## src/rtl/sprite_pkg.sv

```systemverilog
// Shared constants for the sprite pipeline: VGA frame geometry,
// sprite-memory widths, layer indices and a small overlap helper.
package sprite_pkg;

    localparam int FRAME_X_LAST = 1055;
    localparam int FRAME_Y_LAST = 627;
    localparam int PIXEL_X_W    = 11;
    localparam int PIXEL_Y_W    = 10;

    localparam int ELEMENT_W    = 5;
    localparam int ADDR_W       = 10;

    // Layer 0 has the highest priority.
    typedef enum logic [1:0] {
        BARRIER = 2'd0,
        FRUIT   = 2'd1,
        HEART   = 2'd2,
        PLAYER  = 2'd3
    } layer_id_e;

    // True when two or more bits of v are set (clearing the lowest set
    // bit leaves something behind).
    function automatic logic is_multi(input logic [31:0] v);
        return (v & (v - 32'd1)) != 32'd0;
    endfunction

endpackage

```

## src/rtl/sprite_layer_mux_if.sv

```systemverilog
// Pixel-side bus of the sprite layer multiplexer: per-layer requests and
// mask configuration in, selected sprite and collision summary out.
interface sprite_layer_mux_if #(
    parameter int LAYERS  = 4,
    parameter int ELEMENT = 5,
    parameter int ADDR_W  = 10,
    parameter int CNT_W   = 16
);
    logic                        active;
    logic [sprite_pkg::PIXEL_X_W-1:0] pixel_x;
    logic [sprite_pkg::PIXEL_Y_W-1:0] pixel_y;
    logic [LAYERS-1:0]           layer_enable;
    logic [LAYERS*ELEMENT-1:0]   layer_element;
    logic [LAYERS*ADDR_W-1:0]    layer_address;
    logic                        cfg_we;
    logic [LAYERS-1:0]           cfg_mask;

    logic                        ready;
    logic [ELEMENT-1:0]          element;
    logic [ADDR_W-1:0]           address;
    logic [LAYERS-1:0]           winner;
    logic [LAYERS-1:0]           collision_flags;
    logic [CNT_W-1:0]            collision_count;
    logic                        frame_done;

    modport master (
        output active, pixel_x, pixel_y, layer_enable, layer_element,
               layer_address, cfg_we, cfg_mask,
        input  ready, element, address, winner, collision_flags,
               collision_count, frame_done
    );

    modport slave (
        input  active, pixel_x, pixel_y, layer_enable, layer_element,
               layer_address, cfg_we, cfg_mask,
        output ready, element, address, winner, collision_flags,
               collision_count, frame_done
    );
endinterface

```

## src/rtl/layer_priority_enc.sv

```systemverilog
// Combinational lowest-index-wins one-hot encoder.
module layer_priority_enc #(
    parameter int LAYERS = 4
) (
    input  logic [LAYERS-1:0] req_i,
    output logic [LAYERS-1:0] grant_o,
    output logic              valid_o
);
    // Isolate the lowest set bit: req & -req.
    assign grant_o = req_i & (~req_i + LAYERS'(1));
    assign valid_o = |req_i;
endmodule

```

## src/rtl/sprite_layer_mux.sv

```systemverilog
// Per-pixel sprite layer priority mux with runtime layer mask and
// per-frame collision (overlap) detection.
module sprite_layer_mux #(
    parameter int LAYERS       = 4,
    parameter int ELEMENT      = sprite_pkg::ELEMENT_W,
    parameter int ADDR_W       = sprite_pkg::ADDR_W,
    parameter int FRAME_X_LAST = sprite_pkg::FRAME_X_LAST,
    parameter int FRAME_Y_LAST = sprite_pkg::FRAME_Y_LAST,
    parameter int CNT_W        = 16
) (
    input  logic clk,
    input  logic reset,
    sprite_layer_mux_if.slave bus
);
    import sprite_pkg::is_multi;
    import sprite_pkg::PIXEL_X_W;
    import sprite_pkg::PIXEL_Y_W;

    logic [LAYERS-1:0]  mask_q;
    logic               ready_q;
    logic [LAYERS-1:0]  winner_q;
    logic [ELEMENT-1:0] element_q, element_d;
    logic [ADDR_W-1:0]  address_q, address_d;
    logic [LAYERS-1:0]  acc_flags_q, acc_flags_d;
    logic [CNT_W-1:0]   acc_count_q, acc_count_d;
    logic [LAYERS-1:0]  coll_flags_q;
    logic [CNT_W-1:0]   coll_count_q;
    logic               frame_done_q;

    logic [LAYERS-1:0]  eff;
    logic [LAYERS-1:0]  grant;
    logic               grant_valid;
    logic               overlap;
    logic               frame_end;

    assign eff = bus.layer_enable & mask_q & {LAYERS{bus.active}};

    layer_priority_enc #(.LAYERS(LAYERS)) u_enc (
        .req_i   (eff),
        .grant_o (grant),
        .valid_o (grant_valid)
    );

    assign overlap   = is_multi(32'(eff));
    assign frame_end = (bus.pixel_x == PIXEL_X_W'(FRAME_X_LAST)) &&
                       (bus.pixel_y == PIXEL_Y_W'(FRAME_Y_LAST));

    // Pick the winning layer's element/address; hold when nobody wins.
    always_comb begin
        element_d = element_q;
        address_d = address_q;
        for (int i = 0; i < LAYERS; i++) begin
            if (grant[i]) begin
                element_d = bus.layer_element[i*ELEMENT +: ELEMENT];
                address_d = bus.layer_address[i*ADDR_W +: ADDR_W];
            end
        end
    end

    // Accumulated overlap for the frame including the current pixel;
    // the count saturates instead of wrapping.
    always_comb begin
        acc_flags_d = acc_flags_q | (overlap ? eff : '0);
        acc_count_d = acc_count_q;
        if (overlap && (acc_count_q != {CNT_W{1'b1}}))
            acc_count_d = acc_count_q + CNT_W'(1);
    end

    // Mask register and registered selection outputs.
    always_ff @(posedge clk or posedge reset) begin
        if (reset) begin
            mask_q    <= '1;
            ready_q   <= 1'b0;
            winner_q  <= '0;
            element_q <= '0;
            address_q <= '0;
        end else begin
            if (bus.cfg_we)
                mask_q <= bus.cfg_mask;
            ready_q   <= grant_valid;
            winner_q  <= grant;
            element_q <= element_d;
            address_q <= address_d;
        end
    end

    // Collision accumulation and frame-end snapshot.
    always_ff @(posedge clk or posedge reset) begin
        if (reset) begin
            acc_flags_q  <= '0;
            acc_count_q  <= '0;
            coll_flags_q <= '0;
            coll_count_q <= '0;
            frame_done_q <= 1'b0;
        end else if (frame_end) begin
            coll_flags_q <= acc_flags_d;
            coll_count_q <= acc_count_d;
            acc_flags_q  <= '0;
            acc_count_q  <= '0;
            frame_done_q <= 1'b1;
        end else begin
            acc_flags_q  <= acc_flags_d;
            acc_count_q  <= acc_count_d;
            frame_done_q <= 1'b0;
        end
    end

    assign bus.ready           = ready_q;
    assign bus.winner          = winner_q;
    assign bus.element         = element_q;
    assign bus.address         = address_q;
    assign bus.collision_flags = coll_flags_q;
    assign bus.collision_count = coll_count_q;
    assign bus.frame_done      = frame_done_q;
endmodule

```

## src/flat_wrapper.sv

```systemverilog
// flat-port wrapper written by rule: the top's interface ports become plain ports
module sprite_layer_mux_flat import sprite_pkg::is_multi; import sprite_pkg::PIXEL_X_W; import sprite_pkg::PIXEL_Y_W;
#(
    parameter int LAYERS       = 4,
    parameter int ELEMENT      = sprite_pkg::ELEMENT_W,
    parameter int ADDR_W       = sprite_pkg::ADDR_W,
    parameter int FRAME_X_LAST = sprite_pkg::FRAME_X_LAST,
    parameter int FRAME_Y_LAST = sprite_pkg::FRAME_Y_LAST,
    parameter int CNT_W        = 16
)
  (clk, reset, bus_active, bus_pixel_x, bus_pixel_y, bus_layer_enable, bus_layer_element, bus_layer_address, bus_cfg_we, bus_cfg_mask, bus_ready, bus_element, bus_address, bus_winner, bus_collision_flags, bus_collision_count, bus_frame_done);
  sprite_layer_mux_if #(.LAYERS(LAYERS), .ELEMENT(ELEMENT), .ADDR_W(ADDR_W), .CNT_W(CNT_W)) bus_i ();
  input  logic clk;
  input  logic reset;
  input wire logic [$bits(bus_i.active)-1:0] bus_active;
  input wire logic [$bits(bus_i.pixel_x)-1:0] bus_pixel_x;
  input wire logic [$bits(bus_i.pixel_y)-1:0] bus_pixel_y;
  input wire logic [$bits(bus_i.layer_enable)-1:0] bus_layer_enable;
  input wire logic [$bits(bus_i.layer_element)-1:0] bus_layer_element;
  input wire logic [$bits(bus_i.layer_address)-1:0] bus_layer_address;
  input wire logic [$bits(bus_i.cfg_we)-1:0] bus_cfg_we;
  input wire logic [$bits(bus_i.cfg_mask)-1:0] bus_cfg_mask;
  output wire logic [$bits(bus_i.ready)-1:0] bus_ready;
  output wire logic [$bits(bus_i.element)-1:0] bus_element;
  output wire logic [$bits(bus_i.address)-1:0] bus_address;
  output wire logic [$bits(bus_i.winner)-1:0] bus_winner;
  output wire logic [$bits(bus_i.collision_flags)-1:0] bus_collision_flags;
  output wire logic [$bits(bus_i.collision_count)-1:0] bus_collision_count;
  output wire logic [$bits(bus_i.frame_done)-1:0] bus_frame_done;
  assign bus_i.active = bus_active;
  assign bus_i.pixel_x = bus_pixel_x;
  assign bus_i.pixel_y = bus_pixel_y;
  assign bus_i.layer_enable = bus_layer_enable;
  assign bus_i.layer_element = bus_layer_element;
  assign bus_i.layer_address = bus_layer_address;
  assign bus_i.cfg_we = bus_cfg_we;
  assign bus_i.cfg_mask = bus_cfg_mask;
  assign bus_ready = bus_i.ready;
  assign bus_element = bus_i.element;
  assign bus_address = bus_i.address;
  assign bus_winner = bus_i.winner;
  assign bus_collision_flags = bus_i.collision_flags;
  assign bus_collision_count = bus_i.collision_count;
  assign bus_frame_done = bus_i.frame_done;
  sprite_layer_mux #(.LAYERS(LAYERS), .ELEMENT(ELEMENT), .ADDR_W(ADDR_W), .FRAME_X_LAST(FRAME_X_LAST), .FRAME_Y_LAST(FRAME_Y_LAST), .CNT_W(CNT_W)) u_core (.clk(clk), .reset(reset), .bus(bus_i));
endmodule
```

## config.mk

```make
export PLATFORM = sky130hd
export DESIGN_NAME = sprite_layer_mux_flat
export DESIGN_NICKNAME = d
export VERILOG_FILES = /design/src/rtl/sprite_pkg.sv /design/src/rtl/sprite_layer_mux_if.sv /design/src/rtl/layer_priority_enc.sv /design/src/rtl/sprite_layer_mux.sv /design/src/flat_wrapper.sv
export SDC_FILE = /design/constraint.sdc
export NUM_CORES = 1
export LEC_CHECK = 0
export ABC_AREA = 1
export BUFFER_PORTS_ARGS = -buffer_cell sky130_fd_sc_hd__buf_2
export CORE_MARGIN = 5
export CORE_UTILIZATION = 45
export CTS_CLUSTER_DIAMETER = 80
export CTS_CLUSTER_SIZE = 16
export DETAILED_ROUTE_END_ITERATION = 12
export PLACE_DENSITY = 0.76
export RECOVER_POWER = 100
export REMOVE_ABC_BUFFERS = 1
export SYNTH_ARGS = -nofsm -noshare
export SYNTH_HDL_FRONTEND = slang
export SYNTH_SLANG_ARGS = --single-unit
```

## constraint.sdc

```tcl
create_clock -name clk -period 3.01 [get_ports clk]
set_input_delay 0.602 -clock clk [delete_from_list [all_inputs] [get_ports clk]]
set_output_delay 0.602 -clock clk [all_outputs]
set_load 0.005 [all_outputs]
```

After elaboration in Yosys (flattened, before gate mapping)

Index checks and enable logic that the tools add are counted.

Add/sub/neg operators: 3
Eq/ne operators: 3
Reductions and logical operators: 5
Muxes and demuxes: 13
Bitwise logic cells: 6

Operators with widths:

| cell                                              | number |
|---|---|
| two-way mux 10 bit                                | 4 |
| bitwise AND 4 x 32 -> 32 bit                      | 1 |
| two-way mux 16 bit                                | 2 |
| nonzero test 32 bit                               | 1 |
| two-way mux 5 bit                                 | 4 |
| adder 16 x 1 -> 16 bit (second input constant)    | 1 |
| inequality test 16 bit (second input constant)    | 1 |
| bitwise AND 4 bit                                 | 3 |
| equality test 11 bit (second input constant)      | 1 |
| equality test 10 bit (second input constant)      | 1 |
| two-way mux 4 bit                                 | 2 |
| subtractor 4 x 1 -> 5 bit (second input constant) | 1 |
| adder 4 x 1 -> 4 bit (second input constant)      | 1 |
| inverter 4 bit                                    | 1 |
| bitwise OR 4 bit                                  | 1 |
| nonzero test 4 bit                                | 1 |
| OR reduction 4 bit                                | 1 |
| logical AND 1 bit                                 | 2 |
| two-way mux 1 bit                                 | 1 |

Word-level logic and storage cells: 40
Register bits: 65
Bits of input ports: 93

Longest topological paths before layout

Gate-level depths: netlist (run 1).

Depth after elaboration: 9
Gate-level depth with buffers: 12
Depth with buffers taken out: 11

Cells and area by module

Synthesis (run 1) repeated with hierarchy kept, for this count alone.

Cell total of the unflattened synthesis: 436
Area, all modules: 3,465.8 µm²

By module, submodules not included:

| module             | times used | cells each | area an instance (µm²) |
|---|---|---|---|
| sprite_layer_mux   | 1          | 426        | 3,419.5 |
| layer_priority_enc | 1          | 10         | 46.3 |

Worst setup path before layout (run 1)

Ideal clock, no wire load.

Kind: input to register
Start: input bus_pixel_x[7]
End: register u_core.acc_count_q[0]
Buffers on the path: 2
Data arrival time: 1,626 ps
Stages: 7
Path slack: 1,263 ps
Library setup time: 121 ps
Cells stage by stage: or2_2 > nor3_1 > nand2_1 > nor2_1 > buf_2 > buf_2 > nor2_1

Word-level cells in the longest chain between the ends: 3

RTL lines:

| element                    | line                    | text |
|---|---|---|
| from (decl)                | flat_wrapper.sv:16      | `input wire logic [$bits(bus_i.pixel_x)-1:0] bus_pixel_x;` |
| equality test 11 bit       | sprite_layer_mux.sv:45  | `assign frame_end = (bus.pixel_x == PIXEL_X_W'(FRAME_X_LAST)) &&` |
| logical AND 1 bit          | sprite_layer_mux.sv:45  |  |
| named net u_core.frame_end | sprite_layer_mux.sv:34  | `logic frame_end;` |
| two-way mux 16 bit         | sprite_layer_mux.sv:95  | `end else if (frame_end) begin` |
| to (signal assigned)       | sprite_layer_mux.sv:103 | `acc_count_q <= acc_count_d;` |
| to (decl)                  | sprite_layer_mux.sv:25  | `logic [CNT_W-1:0] acc_count_q, acc_count_d;` |

The timed path passes the listed nets, and every way through them passes these cells.
A chain may end at the register's enable or synchronous reset.

Final worst setup path (run 1)

Start: register u_core.mask_q[0]
End: register u_core.coll_count_q[13], in the netlist u_core.bus.collision_count[13]

Word-level cells in the longest chain between the ends: 7

RTL lines:

| element                             | line                   | text |
|---|---|---|
| from (decl)                         | sprite_layer_mux.sv:19 | `logic [LAYERS-1:0] mask_q;` |
| from (signal assigned)              | sprite_layer_mux.sv:79 | `mask_q <= bus.cfg_mask;` |
| bitwise AND 4 bit (*) (2 in series) | sprite_layer_mux.sv:36 | `assign eff = bus.layer_enable & mask_q & {LAYERS{bus.active}};` |
| subtractor 4 x 1 -> 5 bit           | sprite_pkg.sv:24       | `return (v & (v - 32'd1)) != 32'd0;` |
| bitwise AND 4 x 32 -> 32 bit (*)    | sprite_pkg.sv:24       |  |
| nonzero test 32 bit (*)             | sprite_pkg.sv:24       |  |
| logical AND 1 bit (*)               | sprite_layer_mux.sv:65 | `if (overlap && (acc_count_q != {CNT_W{1'b1}}))` |
| two-way mux 16 bit (*)              | sprite_layer_mux.sv:65 |  |
| to (signal assigned)                | sprite_layer_mux.sv:97 | `coll_count_q <= acc_count_d;` |
| to (decl)                           | sprite_layer_mux.sv:27 | `logic [CNT_W-1:0] coll_count_q;` |

Mark *: on every way between the ends. The rest lies on a longest branch, timed or not.

==> flow_metrics.env, run 1 <==
export IMPL_status="completed"
export IMPL_dp_hpwl_microns=6810
export IMPL_ys_top_cells_by_area="dfrtp_1 (44%), nand2_1 (19%), nor2_1 (5.7%), a21oi_1 (4.6%), o21ai_0 (4.4%)"
export IMPL_grt_max_degree=58
export IMPL_synth_compound_area_share_pct=10.0
export IMPL_gr_usage_all_layers_pct=18.6
export IMPL_start_util_pct=45.8
export IMPL_crit_top_cell="nand2_1"
export IMPL_synth_commonest_cells="nand2_1 (173), dfrtp_1 (61), nor2_1 (53)"
export IMPL_relSlewSlack_pct=8.98
export IMPL_crit_path_top_delay_cell="dfstp_1"
export IMPL_yosysTopAreaCell="dfrtp_1"
export IMPL_ant_nets=0
export IMPL_die_x_microns=98.2
export IMPL_gp_congestion=0.928
export IMPL_power_uw=2220
export IMPL_path_depth=9
export IMPL_antenna_found_initial=0
export IMPL_dp_cells=698
export IMPL_grt_pass1_vias=3291
export IMPL_cts_tree="built"
export IMPL_period_share_pct=78.1
export IMPL_clk_pin_slew_ns=0.07
export IMPL_yosys_warnings=0
export IMPL_synth_top_family_by_area="simple AND/OR/NAND/NOR gates"
export IMPL_hold_violations=0
export IMPL_synthAdderAreaFrac_pct=0.357
export IMPL_cts_path_max_buffers=2
export IMPL_drt_iter0_markers=135
export IMPL_worstPathCellList="nand3_1 -> nand3_2 -> nand2_2 -> nand2_1 -> nand2_2 -> nand2_1 -> nand2_1 -> nand2_1 -> nand2_1"
export IMPL_drv_cap=0
export IMPL_critPathMaxFanout=18
export IMPL_worstSetupPathType="reg2reg"
export IMPL_cts_sinks=65
export IMPL_portBuffers=133
export IMPL_critPathLaunchType="register"
export IMPL_nNetsFinal=701
export IMPL_syn_inst=478
export IMPL_use_met2_pct=31.2
export IMPL_power_density_nw_per_um2=505
export IMPL_rsz0062_at_grt="false"
export IMPL_cts_setup_buffers=0
export IMPL_setup_viol=0
export IMPL_h_tree_depth=3
export IMPL_drive_gt1_share_pct=25.2
export IMPL_finalNonFillerCells=714
export IMPL_fmax_mhz=425
export IMPL_synth_top_area_share_pct=43.6
export IMPL_synth_cell_types=28
export IMPL_yosysSeqAreaShare_pct=46.6
export IMPL_cp_top_family="simple AND/OR/NAND/NOR gates"
export IMPL_hold_class="in2async"
export IMPL_fp_dieArea_sq_um=9640
export IMPL_synthMuxAreaShare_pct=0.965
export IMPL_route_vias_total=3481
export IMPL_core_rowCount=32
export IMPL_synth_async_reset_ratio_pct=100
export IMPL_synth_edf_count=0
export IMPL_setup_worst_path_end_class="register"
export IMPL_syn_mean_instance_area_sq_um=7.32
export IMPL_reg2reg_setup_slack_ns=0.66
export IMPL_die_h_microns=98.2
export IMPL_tritoncts_num_buffers=9
export IMPL_r2r_cells=9
export IMPL_hold_buffers=0
export IMPL_peakVddDrop_v=0.000322
export IMPL_hold_slack_ns=0.188
export IMPL_grt_ovfl_total=0
export IMPL_synth_flop_cell="dfrtp_1"
export IMPL_grt_first_pass_wirelength_microns=14800
export IMPL_cts_root_buf="clkbuf_8"
export IMPL_top_usage_layer="met2"
export IMPL_gr_usage_met1_pct=23.4
export IMPL_diodes=0
export IMPL_netlist_area_sq_um=3500
export IMPL_critical_path_required_ns=3.25
export IMPL_io_pins=134
export IMPL_area_growth_pct=25.4
export IMPL_slew_violations=0
export IMPL_fillCellCount=755
export IMPL_first_pass_iters=4
export IMPL_worstPathArrival_ns=2.59
export IMPL_leakagePower_uw=0.00232
export IMPL_clk_latency_ns=0.35
export IMPL_final_core_util_pct=57.4
export IMPL_fp_coreArea_sq_um=7650
export IMPL_worstMarginPinSlew_ns=1.37
export IMPL_synth_xor_area_share_pct=1.50
export IMPL_drc=0
export IMPL_synth_simple_area_share_pct=35.1
export IMPL_wl_per_cell_microns=12.5
export IMPL_critPathBufInv=0
export IMPL_cts_resized=0
export IMPL_period_needed_ns=2.35
export IMPL_critPathMaxStageDelay_ns=0.55
export IMPL_wirelength_microns=8920
export IMPL_rr_startpoint="u_core.mask_q[0]"
export IMPL_routed_via_density=4.88
export IMPL_grt_use_met3_pct=5.14
export IMPL_synth_seq_cells=65
export IMPL_synthMostInstantiatedCell="nand2_1"
export IMPL_skew_ns=0.00674
export IMPL_crit_start="u_core.mask_q[0]"
[sequential cells by signal, indices dropped and copies added (netlist names)]
register / flops
u_core.mask_q: 4
u_core.bus.collision_flags: 4
u_core.bus.collision_count: 16
u_core.bus.element: 5
u_core.acc_flags_q: 4
u_core.bus.address: 10
u_core.bus.frame_done: 1
u_core.bus.ready: 1
u_core.acc_count_q: 16
u_core.bus.winner: 4
[metal layers]
layer	part of all wire [%]	wire, microns	vias up
met5	0	0	-
met4	1.7	156	0
met3	6.2	553	14
met2	50	4450	101
met1	42	3760	1588
li1	-	-	1778
[cell usage in the layout (no fill, tap or decap), types with 3 or more instances in the layout]
| master | n |
|---|---|
| clkinvlp_4 | 4 |
| o21ai_0 | 38 |
| or2_2 | 12 |
| nand2_2 | 3 |
| xnor2_1 | 3 |
| xor2_1 | 3 |
| nor2_2 | 3 |
| inv_1 | 25 |
| dfrtp_1 | 61 |
| or2_0 | 5 |
| nand4_1 | 7 |
| nand3b_1 | 3 |
| nand3_1 | 23 |
| clkbuf_1 | 27 |
| a21oi_1 | 32 |
| buf_2 | 108 |
| clkbuf_8 | 9 |
| nand2_1 | 174 |
| nor2_1 | 52 |
| mux2_2 | 3 |
| dfstp_2 | 3 |
[per-stage QoR]
step                      setup slack (ns)  TNS [ns]  cell area (sq um)
final                                0.660         0               4390
after global routing                 0.346         0               4390
after CTS                            0.830         0               4430
after detailed placement             0.614         0               4240
after global placement               0.697         0               4240
after floorplan                     -0.257     -4.81               3410
[where the power goes]
part | switching, uW | internal [uW]
logic | 249 | 189
clock network | 343 | 383
registers | 74.1 | 980
[final timing paths]
| path | to |
|---|---|
| hold reg to reg | u_core.bus.collision_count[12] |
| setup / recovery | u_core.bus.collision_count[13] |
| setup reg to reg | u_core.bus.collision_count[13] |
| hold / removal | u_core.bus.address[1] |
| min in group clk | u_core.bus.collision_count[12] |
| max in group asynchronous | u_core.acc_flags_q[3] |
[logic make-up after synthesis]
| group | Yosys count |
|---|---|
| and+or+nand+nor | 288 |
| AOI/OAI and AO/OA | 70 |
| DFF | 65 |
| buffers and inverters | 45 |
| xor gates and xnor gates | 6 |
| muxes | 3 |
| adders and majority gates | 1 |
[layout make-up]
class                      count  area, sq um  area share, %
inverter                      26         97.6           2.22
clock inverter                 6         68.8           1.57
timing repair buffer         137          658           15.0
multi-input combinational    368         1680           38.2
sequential                    65         1630           37.2
clock buffer                  10          128           2.91
tap                          102          128           2.91
[worst reg2reg max path: cells and delay by family (launching register included)]
| kind | cells | cell delay, ns |
|---|---|---|
| flip-flops | 1 | 0.55 |
| AND/OR/NAND/NOR | 9 | 1.68 |
Power figures use the tool's default switching activity.
==> inputs of run 2 (changes only) <==
--- a/config.mk
+++ b/config.mk
@@ -5,14 +5,14 @@
 export SDC_FILE = /design/constraint.sdc
 export NUM_CORES = 1
 export LEC_CHECK = 0
-export ABC_AREA = 1
+export ABC_AREA = 0
 export BUFFER_PORTS_ARGS = -buffer_cell sky130_fd_sc_hd__buf_2
 export CORE_MARGIN = 5
-export CORE_UTILIZATION = 45
+export CORE_UTILIZATION = 44
 export CTS_CLUSTER_DIAMETER = 80
 export CTS_CLUSTER_SIZE = 16
 export DETAILED_ROUTE_END_ITERATION = 12
-export PLACE_DENSITY = 0.76
+export PLACE_DENSITY = 0.79
 export RECOVER_POWER = 100
 export REMOVE_ABC_BUFFERS = 1
 export SYNTH_ARGS = -nofsm -noshare
==> constraint.sdc (replaced) <==
create_clock -name clk -period 2.04 [get_ports clk]
set_input_delay 0.408 -clock clk [delete_from_list [all_inputs] [get_ports clk]]
set_output_delay 0.408 -clock clk [all_outputs]
set_load 0.005 [all_outputs]
==> run 2 against run 1 <==
  * Final cell count shrank 17%
  * Highest routed layer unchanged
  * Largest power group unchanged
  * Power grew 38%
  * Critical path type unchanged
  * Global-route usage grew 0.81 points
==> flow_metrics.env, run 2 <==
export IMPL_yosys_warnings=0
export IMPL_start_util_pct=45.4
export IMPL_peakVddDrop_v=0.000367
export IMPL_netlist_area_sq_um=3310
export IMPL_fmax_mhz=494
export IMPL_first_pass_iters=5
export IMPL_syn_mean_instance_area_sq_um=9.79
export IMPL_multiInputGateArea_sq_um=1650
export IMPL_drc=0
export IMPL_fp_coreArea_sq_um=7290
export IMPL_ant_nets=0
export IMPL_gp_congestion=0.861
export IMPL_worstSetupPathType="reg2reg"
export IMPL_grt_first_pass_wirelength_microns=15200
export IMPL_nNetsFinal=580
export IMPL_leakagePower_uw=0.00234
export IMPL_dp_hpwl_microns=7050
export IMPL_yosysTopAreaCell="dfrtp_1"
export IMPL_synth_seq_cells=65
export IMPL_synth_async_reset_ratio_pct=100
export IMPL_syn_inst=338
export IMPL_antenna_found_initial=0
export IMPL_relSlewSlack_pct=40.3
export IMPL_grt_ovfl_total=0
export IMPL_status="completed"
export IMPL_cts_tree="built"
export IMPL_hold_class="in2async"
export IMPL_setup_slack_ns=0.0144
export IMPL_tritoncts_num_buffers=9
export IMPL_setup_viol=0
export IMPL_power_density_nw_per_um2=685
export IMPL_diodes=0
export IMPL_final_cell_mix="buf_2 (134), dfrtp_1 (61), nor2_1 (42)"
export IMPL_cts_path_max_buffers=2
export IMPL_period_share_pct=99.3
export IMPL_final_common_cell="buf_2"
export IMPL_drv_cap=0
export IMPL_die_x_microns=96.7
export IMPL_rr_startpoint="u_core.mask_q[1]"
export IMPL_clk_pin_slew_ns=0.07
export IMPL_synthMostInstantiatedCell="dfrtp_1"
export IMPL_fillCellCount=664
export IMPL_synth_flop_cell="dfrtp_1"
export IMPL_slew_violations=0
export IMPL_fp_dieArea_sq_um=9360
export IMPL_die_h_microns=96.7
export IMPL_skew_ns=0.00909
export IMPL_yosysSeqAreaShare_pct=49.3
export IMPL_hold_violations=0
export IMPL_critPathMaxFanout=6
export IMPL_route_vias_total=3183
export IMPL_grt_max_degree=43
export IMPL_gr_usage_all_layers_pct=19.4
export IMPL_routed_via_density=5.39
export IMPL_cts_root_buf="clkbuf_8"
export IMPL_cts_sinks=65
export IMPL_grt_pass1_vias=3164
export IMPL_synth_cell_types=47
export IMPL_drt_iter0_markers=162
export IMPL_h_tree_depth=3
export IMPL_worstMarginPinSlew_ns=0.894
export IMPL_synth_edf_count=0
export IMPL_regArea_sq_um=1630
export IMPL_portBuffers=133
export IMPL_synth_top_area_share_pct=46.1
export IMPL_synth_commonest_cells="dfrtp_1 (61), nor2_1 (42), mux2i_1 (31)"
export IMPL_crit_start="u_core.mask_q[1]"
export IMPL_critical_path_required_ns=2.30
export IMPL_pre_cts_ws_ns=-0.230
export IMPL_hold_buffers=0
export IMPL_period_needed_ns=2.03
export IMPL_wl_per_cell_microns=15.7
export IMPL_setup_worst_path_end_class="register"
export IMPL_ys_top_cells_by_area="dfrtp_1 (46%), mux2i_1 (9.4%), nor2_1 (4.8%), o21ai_0 (4.1%), a211o_1 (4.0%)"
export IMPL_wirelength_microns=9280
export IMPL_core_rowCount=31
export IMPL_worstPathArrival_ns=2.28
export IMPL_clk_latency_ns=0.33
export IMPL_area_growth_pct=35.0
export IMPL_rsz0062_at_grt="true"
export IMPL_drive_gt1_share_pct=40.7
export IMPL_io_pins=134
export IMPL_tns_ns=0
export IMPL_critPathLaunchType="register"
[run 2: changes by cell type in the layout (fill, tap and decap cells not counted), sizes merged, moves of 13 or more]
| cell | delta |
|---|---|
| nand2 | -153 |
| buf | +44 |
| mux2i | +31 |
| clkbuf | -26 |
| inv | -21 |
| a21oi | -17 |
| nand3 | -16 |
| a211o | +15 |
| nor2 | -15 |
| or2 | -14 |
| a31oi | +13 |
[run 2: layout make-up]
| type | count | area share [%] |
|---|---|---|
| well taps | 99 | 2.77 |
| multi-input cells | 250 | 36.9 |
| repair buffers | 155 | 19.7 |
| inverters | 5 | 0.448 |
| clock inverters | 6 | 0.784 |
| clock buffers | 10 | 2.86 |
| flip-flops and latches | 65 | 36.5 |
[run 2: final timing paths]
check                                                endpoint  slack (ns)  cells after the start
worst min-delay path                    u_core.bus.address[7]        0.26                      2
max in group asynchronous       u_core.bus.collision_count[9]        0.61                      3
worst max-delay path                    u_core.acc_count_q[9]        0.01                      6
min in group clk                             u_core.mask_q[0]        0.30                      2
worst min register to register          u_core.acc_flags_q[0]        0.49                      2
worst max register to register          u_core.acc_count_q[9]        0.01                      6
[run 2: power by group]
group	internal, uW	total (uW)	switching (uW)
Sequential	1430	1510	81.2
Combinational	308	639	330
Clock	432	910	478
[run 2: cells by family (layout without fill, tap and decap cells)]
kind of cell | Yosys count | in the layout | synth area share [%]
xor gates and xnor gates | 2 | 2 | 0.529
DFF | 65 | 65 | 49.3
buffers and inverters | 23 | 176 | 3.59
and+or+nand+nor | 118 | 118 | 17.6
AOI/OAI and AO/OA | 94 | 94 | 17.9
adders and majority gates | 1 | 1 | 0.378
muxes | 35 | 35 | 10.7
[run 2: critical path: stages, from the launching register on]
cell and delay, ns:
dfstp_2 0.62, nand2_4 0.07, o211ai_1 0.27, nand4_1 0.26
buf_6 0.21, or3_4 0.37, a21oi_2 0.15
[run 2: through the flow]
step / cells / total power, uW / util, % / instance area, sq um / hold WS, ns
global placement: 571 / 2130 / 57.8 / 4220 / 0.465
floorplan: 320 / 1840 / - / 3210 / 0.450
finish: 590 / 3060 / 61.3 / 4470 / 0.259
CTS: 587 / 3080 / 60.1 / 4380 / 0.107
detailed placement: 571 / 2160 / 57.8 / 4220 / 0.471
global route: 590 / 3250 / 61.3 / 4470 / 0.285
[run 2: repair_timing]
item / in CTS / in global routing
setup buffers: 0 / 2
setup endpoints to repair: 0 / 23
gates resized for setup: 0 / 20
[run 2: per-layer routing]
metal	part of all wire, %	track usage [%]
met5	0	0
met1	42	24.4
met3	4.1	4.17
met4	2.2	7.56
met2	52	32.5
